**config.mk**
```make
export PLATFORM = sky130hd
export DESIGN_NAME = inst_mem_responder
export DESIGN_NICKNAME = d
export VERILOG_FILES = /design/src/rtl/inst_mem_responder.sv
export SDC_FILE = /design/constraint.sdc
export NUM_CORES = 1
export LEC_CHECK = 0
export ABC_AREA = 1
export ABC_CLOCK_PERIOD_IN_PS = 1200
export CAP_MARGIN = 0
export CORE_MARGIN = 2
export CORE_UTILIZATION = 38
export CTS_CLUSTER_DIAMETER = 120
export DETAILED_ROUTE_END_ITERATION = 8
export PLACE_DENSITY = 0.62
export SYNTH_ARGS = -nofsm -noshare
export SYNTH_HDL_FRONTEND = slang
export SYNTH_SLANG_ARGS = --single-unit
```
**constraint.sdc**
```tcl
create_clock -name clk -period 1.2 [get_ports clk]
set_input_delay 0.18 -clock clk [delete_from_list [all_inputs] [get_ports clk]]
set_output_delay 0.18 -clock clk [all_outputs]
set_load 0.1 [all_outputs]
```
**src/rtl/inst_mem_responder.sv**
```systemverilog
// Instruction-fetch responder: register-file memory, one-entry back-pressurable response stage, side load port.
// Define INST_MEM_FWD_EN to forward same-edge load data to a colliding fetch.
module inst_mem_responder #(
  parameter int ADDR_W = 2,
  parameter int DATA_W = 8,
  parameter int DEPTH  = 4,
  parameter int CNT_W  = 16
) (
  input  logic              clk,
  input  logic              reset,
  input  logic              req_valid,
  input  logic [ADDR_W-1:0] req_addr,
  output logic              req_ready,
  output logic              resp_valid,
  output logic [DATA_W-1:0] resp_data,
  output logic              resp_err,
  input  logic              resp_ready,
  input  logic              ld_en,
  input  logic [ADDR_W-1:0] ld_addr,
  input  logic [DATA_W-1:0] ld_data,
  output logic [CNT_W-1:0]  fetch_cnt
);

  // One extra bit so DEPTH == 2**ADDR_W is representable.
  localparam logic [ADDR_W:0] DEPTH_L = (ADDR_W + 1)'(DEPTH);

  logic [DATA_W-1:0] mem_q [DEPTH];
  logic [DATA_W-1:0] mem_d [DEPTH];
  logic              resp_valid_q, resp_valid_d;
  logic [DATA_W-1:0] resp_data_q, resp_data_d;
  logic              resp_err_q, resp_err_d;
  logic [CNT_W-1:0]  fetch_cnt_q, fetch_cnt_d;

  logic              accept;
  logic              req_in_range;
  logic              ld_in_range;
  logic [DATA_W-1:0] rd_data;
  logic [DATA_W-1:0] fetch_data;

  assign req_ready    = reset && (!resp_valid_q || resp_ready);
  assign accept       = req_valid && req_ready;
  assign req_in_range = {1'b0, req_addr} < DEPTH_L;
  assign ld_in_range  = {1'b0, ld_addr} < DEPTH_L;

  always_comb begin
    rd_data = '0;
    for (int i = 0; i < DEPTH; i++) begin
      if (req_addr == ADDR_W'(i)) rd_data = mem_q[i];
    end
  end

`ifdef INST_MEM_FWD_EN
  assign fetch_data = (ld_en && ld_in_range && (ld_addr == req_addr)) ? ld_data : rd_data;
`else
  assign fetch_data = rd_data;
`endif

  always_comb begin
    mem_d = mem_q;
    if (ld_en && ld_in_range) begin
      for (int i = 0; i < DEPTH; i++) begin
        if (ld_addr == ADDR_W'(i)) mem_d[i] = ld_data;
      end
    end
  end

  // Data and error hold after consumption; only valid drops.
  always_comb begin
    resp_valid_d = resp_valid_q;
    resp_data_d  = resp_data_q;
    resp_err_d   = resp_err_q;
    fetch_cnt_d  = fetch_cnt_q;
    if (accept) begin
      resp_valid_d = 1'b1;
      resp_data_d  = req_in_range ? fetch_data : '0;
      resp_err_d   = !req_in_range;
      fetch_cnt_d  = fetch_cnt_q + CNT_W'(1);
    end else if (resp_valid_q && resp_ready) begin
      resp_valid_d = 1'b0;
    end
  end

  always_ff @(posedge clk or negedge reset) begin
    if (!reset) begin
      mem_q        <= '{default: '0};
      resp_valid_q <= 1'b0;
      resp_data_q  <= '0;
      resp_err_q   <= 1'b0;
      fetch_cnt_q  <= '0;
    end else begin
      mem_q        <= mem_d;
      resp_valid_q <= resp_valid_d;
      resp_data_q  <= resp_data_d;
      resp_err_q   <= resp_err_d;
      fetch_cnt_q  <= fetch_cnt_d;
    end
  end

  assign resp_valid = resp_valid_q;
  assign resp_data  = resp_data_q;
  assign resp_err   = resp_err_q;
  assign fetch_cnt  = fetch_cnt_q;

endmodule

```
# Word level (Yosys, flattened, before mapping)

Cells that the tools add are included.

Flip-flop bits (word level): 57
Latch bits: 0
Memory bits (writable): 0
Memory bits (read-only): 0
Input port bits: 17
Output and inout bits: 27
Word-level logic and storage cells: 32
Memories kept: 0

Add/sub/neg operators: 1
Multiply operators: 0
Divide/modulo/power cells: 0
Order comparisons: 0
Equality and inequality tests: 6
Shift operators: 0
Mux-type cells: 6
Bitwise logic cells: 0
Reductions and logical operators: 12

Operators by type and width:

| cell                                                             | count |
|---|---|
| 8-bit two-way mux                                                | 4 |
| 16-bit by 1-bit adder with 16-bit output (second input constant) | 1 |
| 2-bit == test (second input constant)                            | 4 |
| 2-bit AND reduction                                              | 4 |
| 2-bit by 1-bit == test with 1-bit output (second input constant) | 2 |
| 2-bit zero test                                                  | 2 |
| 1-bit logical AND                                                | 3 |
| 1-bit two-way mux                                                | 2 |
| 2-bit nonzero test                                               | 1 |
| 1-bit zero test                                                  | 1 |
| 1-bit logical OR                                                 | 1 |

# Depth between registers and ports, before layout

Gate-level depths: netlist of run 1.

Depth in word-level cells: 5
Mapped depth: 8
Depth with buffers taken out: 8

# Least setup slack after synthesis of run 1

No wires, ideal clock.

Path type: reg-to-reg
Start point: register fetch_cnt_q[1], in the netlist fetch_cnt[1]
End point: register fetch_cnt_q[14], in the netlist fetch_cnt[14]
Setup time: 122 ps
Data arrival time: 1826 ps
Data required time: 1078 ps
Setup slack: -748 ps
Cell stages (with the launch flop): 9
Path buffers: 0
Period minus slack after synthesis: 1948 ps
Cells stage by stage: dfrtp_1 -> ha_1 -> inv_1 -> nor2_8 -> nand2_4 -> nor2_8 -> nand3_2 -> nand2_1 -> nand2_1

Cells in the longest elaborated chain, start to end: 1

Ends and longest elaborated chain:

| element                                  | line | RTL |
|---|---|---|
| from (decl)                              | 32   | `logic [CNT_W-1:0] fetch_cnt_q, fetch_cnt_d;` |
| from (signal assigned)                   | 95   | `fetch_cnt_q <= fetch_cnt_d;` |
| 16-bit by 1-bit adder with 16-bit output | 77   | `fetch_cnt_d = fetch_cnt_q + CNT_W'(1);` |

No other way between the ends.
A chain may end at the register's enable or synchronous reset.

# Worst setup path after layout of run 1

Start point: register resp_valid_q, in the netlist resp_valid
End point: output port req_ready

Cells in the longest elaborated chain, start to end: 3

Ends and longest elaborated chain:

| element                | line | RTL |
|---|---|---|
| from (decl)            | 29   | `logic resp_valid_q, resp_valid_d;` |
| from (signal assigned) | 92   | `resp_valid_q <= resp_valid_d;` |
| 1-bit zero test        | 40   | `assign req_ready = reset && (!resp_valid_q \|\| resp_ready);` |
| 1-bit logical OR       | 40   |  |
| 1-bit logical AND      | 40   |  |
| to (decl)              | 13   | `output logic req_ready,` |

No other way between the ends.

==> results of run 1 <==
-- critical path, stage by stage (launching register included) --
cell and delay (ns):
sky130_fd_sc_hd__dfrtp_4 0.49, sky130_fd_sc_hd__nand2_4 0.09, sky130_fd_sc_hd__nand2_4 0.05, sky130_fd_sc_hd__clkinvlp_4 0.07, sky130_fd_sc_hd__buf_12 0.16
-- kinds of logic after synthesis --
family,count (synthesis)
xor+xnor,7
other cells,1
compound gates,32
fa+ha+maj,1
simple gates,180
flops,57
buf+inv,39
-- metal layers --
| metal | track usage [%] | up-vias | part of all wire (%) |
|---|---|---|---|
| met5 | 0 | - | 0 |
| met4 | 8.531 | 0 | 2.1 |
| met3 | 3.959 | 12 | 3.4 |
| met2 | 30.37 | 60 | 51 |
| met1 | 22.79 | 1154 | 43 |
| li1 | - | 1190 | - |
-- path summary, 6_finish.rpt --
check                      startpoint  slack, ns            to
max in group asynchronous       reset       0.58  fetch_cnt[1]
max reg2reg                resp_valid      -0.17  fetch_cnt[8]
min                             reset       0.09  fetch_cnt[0]
max                        resp_valid      -0.18     req_ready
min reg2reg                  mem_q[0]       0.49      mem_q[0]
min in group clk                reset       0.34    resp_valid
-- cells in the final DEF (no fill, tap or decap), types with 9 or more instances in the layout --
cell type	synthesis	final
sky130_fd_sc_hd__o21ai_0	32	32
sky130_fd_sc_hd__clkdlybuf4s50_1	0	15
sky130_fd_sc_hd__dfrtp_4	0	12
sky130_fd_sc_hd__buf_12	0	30
sky130_fd_sc_hd__nand2_1	129	94
sky130_fd_sc_hd__dfrtp_1	57	40
sky130_fd_sc_hd__nand4_1	13	13
sky130_fd_sc_hd__clkbuf_8	0	9
sky130_fd_sc_hd__buf_6	1	15
sky130_fd_sc_hd__nand2_4	1	10
sky130_fd_sc_hd__inv_1	30	28
sky130_fd_sc_hd__buf_4	2	25
sky130_fd_sc_hd__nand2_2	3	29
-- flip-flops by register name (all words and copies together), names as in the netlist --
register	cells
resp_valid	1
resp_data	8
mem_q	32
fetch_cnt	16
-- power breakdown --
| group | internal [mW] | switching, mW | total [mW] |
|---|---|---|---|
| combinational | 1.29 | 1.88 | 3.18 |
| clock | 1.58 | 0.767 | 2.35 |
| sequential | 2.31 | 0.358 | 2.66 |
| total | 5.18 | 3.01 | 8.19 |
-- metrics by stage --
step           power [mW]  worst slack [ns]
2_1_floorplan       4.296           -0.2257
3_3_place_gp        5.417           -0.2966
3_5_place_dp        5.448           -0.3133
4_1_cts             8.114           -0.2056
5_1_grt             8.538           -0.2255
6_report            8.190           -0.1845
-- layout make-up --
class / instances / area (um2) / share of cell area [%]
timing repair inverter: 1 / 11.26 / 0.2547
clock buffer: 10 / 127.6 / 2.887
multi-input combinational: 221 / 1279 / 28.93
inverter: 31 / 137.6 / 3.114
sequential: 57 / 1478 / 33.43
tap: 96 / 120.1 / 2.717
clock inverter: 6 / 130.1 / 2.944
timing repair buffer: 88 / 1137 / 25.73
-- timing repair --
item | CTS | global route
resized for setup | 40 | 33
endpoints found under the hold margin | 1 | 0
hold buffers | 1 | 0
endpoints found under the setup margin | 35 | 37
setup buffers | 12 | 5
gates cloned | 2 | 0
pin swaps | 26 | 18
==> results.md, run 1 <==
* Worst slew slack as a fraction of its limit at 53.09%
* Count of flip-flops with a built-in enable after synthesis at 0
* Dpl cell area at approximately 3800 um2
* Ratio of routed vias to standard cells at approximately 4.7
* Dpl hpwl at ~4200 um
* TritonCTS Buffers at 9
* Post-route ant nets at 0
* Register clock-pin slew on the reported worst setup and hold paths at 0.07 ns
* Data required time at the worst endpoint at 1.02 ns
* Unrepaired setup endpoints after global routing: yes
* Antenna violations before repair at 0
* DRC viols at 0
* Final-report max-slew violation count at 0
* Area fraction in and, or, nand and nor cells after synthesis at between 30% and 40%
* Layout cell share with drive strength beyond 1 at 40.82%
* Post-Layout Cell Count at between 500 and 600
* Pin count of the biggest net entering global routing at 57
* Main combinational cell family by area after synthesis: simple AND/OR/NAND/NOR gates
* Type of the worst setup path: reg2out
* Clock period minus worst slack at between 1 and 1.5 ns
* Sequential share of the synthesized area at a little over half
* Final standard cell area without fillers at 4420 um2
* Clock root buffer: sky130_fd_sc_hd__clkbuf_8
* Setup TNS at -2.931 ns
* CTS sink count at 57
* Multiplexer area fraction after synthesis at 0%
* Number of DRC markers after the initial detailed-route iteration at 104
* Share of the synthesized area in the top cell type at between 50% and 60%
* PwrDens at roughly 1900 nW/um2
* Mean instance size in the synthesized netlist at around 8.4 um2
* Highest clock rate at 722.3 MHz
* Crit-path max FO at 3
* Core area at ~6800 um2
* Number of I/O port buffers at 42
* Worst ir drop on vdd at between 0.0006 and 0.0007 V
* Worst slack on hold paths at 0.08997 ns
* Xor and xnor area share after synthesis at between 2 and 2.5%
* Final weighted congestion in routability-driven placement at 0.8312
* Syn Std Cell Area at between 2000 and 3000 um2
* Proportion of synthesized flip-flops having asynchronous set or reset at 100.0%
* Synth-to-layout area growth at 66.34%
* Width of the chip at 87.63 um
* Slew at the pin closest to its max-slew limit at 0.7036 ns
* Final cycle utilization of the critical path at 115.4%
* Share of the core filled with cells at 65.06%
* Kind of path behind the tightest hold check: in2async
* R2R cell count at 7
* Worst-Skew Late Latency at roughly 0.33 ns
* Number of buffers on the longest clock path at 2
* Library cell with the highest instance count after synthesis: sky130_fd_sc_hd__nand2_1
* Top cell types by occurrence after synthesis: 129 x sky130_fd_sc_hd__nand2_1, 57 x sky130_fd_sc_hd__dfrtp_1, 32 x sky130_fd_sc_hd__o21ai_0
* Core Rows at 30
* Number of flip-flops and latches in the synthesized netlist at 57
* Overall track demand over capacity in global routing at 18.29%
* Number of placed instances, taps included at around 480
* Syn Nets at about 340
* Final-report setup violation count at 29
* Number of search-and-repair iterations in the first detailed-routing pass at 4
* Main area contributors after synthesis: sky130_fd_sc_hd__dfrtp_1 54%, sky130_fd_sc_hd__nand2_1 18%, sky130_fd_sc_hd__o21ai_0 6.0%
* CTS tree: built
* Worst setup slack after layout at -0.1845 ns
* Antenna fix cells at 0
* Crit path launch type: flip-flop
* Arrival @ worst endpoint at roughly 1.2 ns
* Category of the worst setup path capture point: primary output
* Global-route wire length before repair at around 11000 um
* Biggest area consumer among synthesized cells: sky130_fd_sc_hd__dfrtp_1
* # H-tree levels at 3
* Number of warnings issued by yosys at 0
* Starting density of the core at between 30% and 40%
* Violations in the final reports: negative setup slack
* Boundary Pins at 44
* Most used flip-flop cell after synthesis: sky130_fd_sc_hd__dfrtp_1
* Pleak at 2.118 nW
* Number of distinct library cells after synthesis at 25
* Synth Instances at 317
* Fraction of the mapped netlist area in compound gates at around 6.0%
* Die area at around 7700 um2
* Number of inserted filler cells in the final layout at around 550
* Layout net count at roughly 430
* Total congestion overflow after global routing at 0
* Total wire length at between 6000 and 7000 um
* Clock tree skew after final layout at around 0.0054 ns
* Area share of fa/ha/maj cells after synthesis at 0.4708%
* Vias in the first global route at ~2300
* Routed length per placed instance at between 10 and 15 um
* Overall die height at a little under 90 um
* Result of the run: finished with violations
* Total of max-cap violations at 0
* Total via count after detailed routing at between 2000 and 2500
* Hold violation count in the final report at 0
Note: power is estimated with default switching activity, not from simulation.
==> run 2, diff against run 1 <==
Settings changed: GPL_ROUTABILITY_DRIVEN set to 0.
==> results of run 2 <==
The final DEF is identical to that of run 1; final timing and power are the same.
==> patch (config.mk and constraints of run 2) <==
Change the parameter `CNT_W` from 16 to 24.
--- a/src/rtl/inst_mem_responder.sv
+++ b/src/rtl/inst_mem_responder.sv
@@ -4,7 +4,7 @@
   parameter int ADDR_W = 2,
   parameter int DATA_W = 8,
   parameter int DEPTH  = 4,
-  parameter int CNT_W  = 16
+  parameter int CNT_W  = 24
 ) (
   input  logic              clk,
   input  logic              reset,
Ports: changed (resized fetch_cnt); port bits go from 44 to 52. The function was not compared with the original's and may differ.
==> patch against run 2 <==
- the run still ends with setup timing left
- routed wire length up 21%
- design area up 14%
- area after synthesis up 14%
- global-route usage up 1.2 points
- die area up 14%
- sequential cell count up 8
- power down 2.6%
- setup slack worse by 0.077 ns
- clock power down 15%
- clock skew up 0.0054 ns
- core utilization up 0.35 points
- maximum frequency down 5.2%
- critical endpoint unchanged
==> patch: results (changes against run 2) <==
| Metric | Value |
|---|---|
| Leakage | `0.00245 uW (+15%)` |
| Hold crit path type | `input pin to flop` |
| Hold Buf Count CTS | `1 (unchanged)` |
| Clk_lat worst skew | `0.35 ns (+0.02 ns)` |
| HPWL after detailed placement | `5090 um (+21%)` |
| Internal | `4940 uW (-4.6%)` |
| Number of gates resized after CTS | `30 (-25%)` |
| Number of diodes | `0 (unchanged)` |
| Yosys cell types | `23 (-8.0%)` |
| Seq/Total Area, Yosys | `53.5% (-0.13 points)` |
| Number of remaining DRC errors | `0 (unchanged)` |
| Reg clk slew, reported paths | `0.07 ns (about the same)` |
| Clock Path Buffers | `2 (unchanged)` |
| Setup ws final | `-0.261 ns (-0.0767 ns)` |
| Vias in the first global route | `2790 (+20%)` |
| Largest net degree at the start of global routing | `66 (+16%)` |
| Max reg flops | `32 (unchanged)` |
| Gate power share | `38.4% (-0.4 points)` |
| Status | `finished with violations` |
| Top reg by flops | `mem_q` |
| Peak VDD IR | `0.000720 V (+5.0%)` |
| Commonest cells in the netlist | `nand2_1, dfrtp_1, inv_1, o21ai_0, nand4_1` |
| Synth top area cells | `dfrtp_1, nand2_1, o21ai_0` |
| Post-CTS setup buffer count | `21 (+9)` |
| Post-Synth XOR/XNOR Area | `3.46% (+1.2 points)` |
| Cells after synthesis | `371 (+17%)` |
| # setup viols final | `53 (+83%)` |
| Slowest stage delay, CP | `0.49 ns (about the same)` |
| Vias per cell | `4.71 (-0.48%)` |
| Initial DRC count | `90 (-13%)` |
| Max H-tree Level | `3 (unchanged)` |
| Compound-Gate Fraction of Synth Area | `5.27% (-0.75 points)` |
| Clock skew | `0.0108 ns (+0.00542 ns)` |
| Seq power | `2910 uW (+9.4%)` |
| Top Family by Delay on Critical Path | `flip-flops` |
| Sw power | `3040 uW (+0.99%)` |
| Post-synth ARST share | `100% (unchanged)` |
| Setup TNS | `-7.34 ns (-4.41 ns)` |
| # fillers | `603 (+10%)` |
| Max Fanout on Critical Path | `2 (-1)` |
| Detailed Route WL | `7950 um (+21%)` |
| Setup slack, reg-to-reg | `-0.21 ns (-0.04 ns)` |
| Failing checks | `setup timing` |
| Post-Syn Nets | `389 (+16%)` |
| First-pass GRT wire length | `13200 um (+23%)` |
| Placed Cells | `553 (+16%)` |
| Layout cell share with drive strength beyond 1 | `35.0% (-5.8 points)` |
| Final nets | `510 (+19%)` |
| YS warnings | `0 (unchanged)` |
| Relative slew slack | `65.6% (+13 points)` |
| WL/cell | `13.3 um (+2.8%)` |
| Critical path arrival | `1.28 ns (+0.08 ns)` |
| Area share of fa/ha/maj cells after synthesis | `0.412% (-0.059 points)` |
| # port buffers | `50 (+19%)` |
| GRT Total Usage | `19.5% (+1.2 points)` |
## patch: per-stage QoR
stage / worst slack (ns) / hold slack [ns] / area (sq um) / util, %
floorplan: -0.258 / -0.116 / 3160 / -
detailed placement: -0.374 / 0.299 / 4400 / 57.0
global route: -0.296 / 0.424 / 5050 / 65.4
CTS: -0.283 / 0.312 / 4940 / 64.0
global placement: -0.328 / 0.295 / 4400 / 57.0
finish: -0.261 / 0.398 / 5050 / 65.4
## patch: cell type report
type                       instances  area, sq um  area share [%]
timing repair buffer             117         1520            30.1
sequential                        65         1710            33.8
timing repair inverter             1         8.76           0.173
clock inverter                     4         50.0           0.990
clock buffer                      12          165            3.27
tap                              102          128            2.52
multi-input combinational        255         1310            25.9
inverter                          43          166            3.29
## patch: tightest hold or removal path, delay by kind of cell
kind / cells / cell delay, ns
and+or+nand+nor: 2 / 0.19
buffers and inverters: 3 / 0.34
## patch: metal layers
layer	vias to the layer above	wire, um	track usage, %
met5	-	0	0
met4	0	110	7.23
met3	9	280	4.83
met2	51	3970	31.8
met1	1347	3590	24.9
li1	1417	-	-
## patch: path summary, 6_finish.rpt
| check | cells after the start | endpoint | from |
|---|---|---|---|
| max in group asynchronous | 3 | fetch_cnt[13] | reset |
| hold reg to reg | 2 | mem_q[3] | mem_q[3] |
| setup / recovery | 4 | req_ready | resp_valid |
| setup reg to reg | 7 | resp_data[5] | resp_valid |
| hold / removal | 5 | resp_valid | reset |
| min in group asynchronous | 3 | fetch_cnt[11] | reset |
## patch: kinds of logic after synthesis
family | Yosys count
other | 1
adder cells (fa/ha/maj) | 1
buffers and inverters | 51
flip-flops | 65
AND/OR/NAND/NOR | 209
XOR/XNOR | 12
AO/OA/AOI/OAI | 32
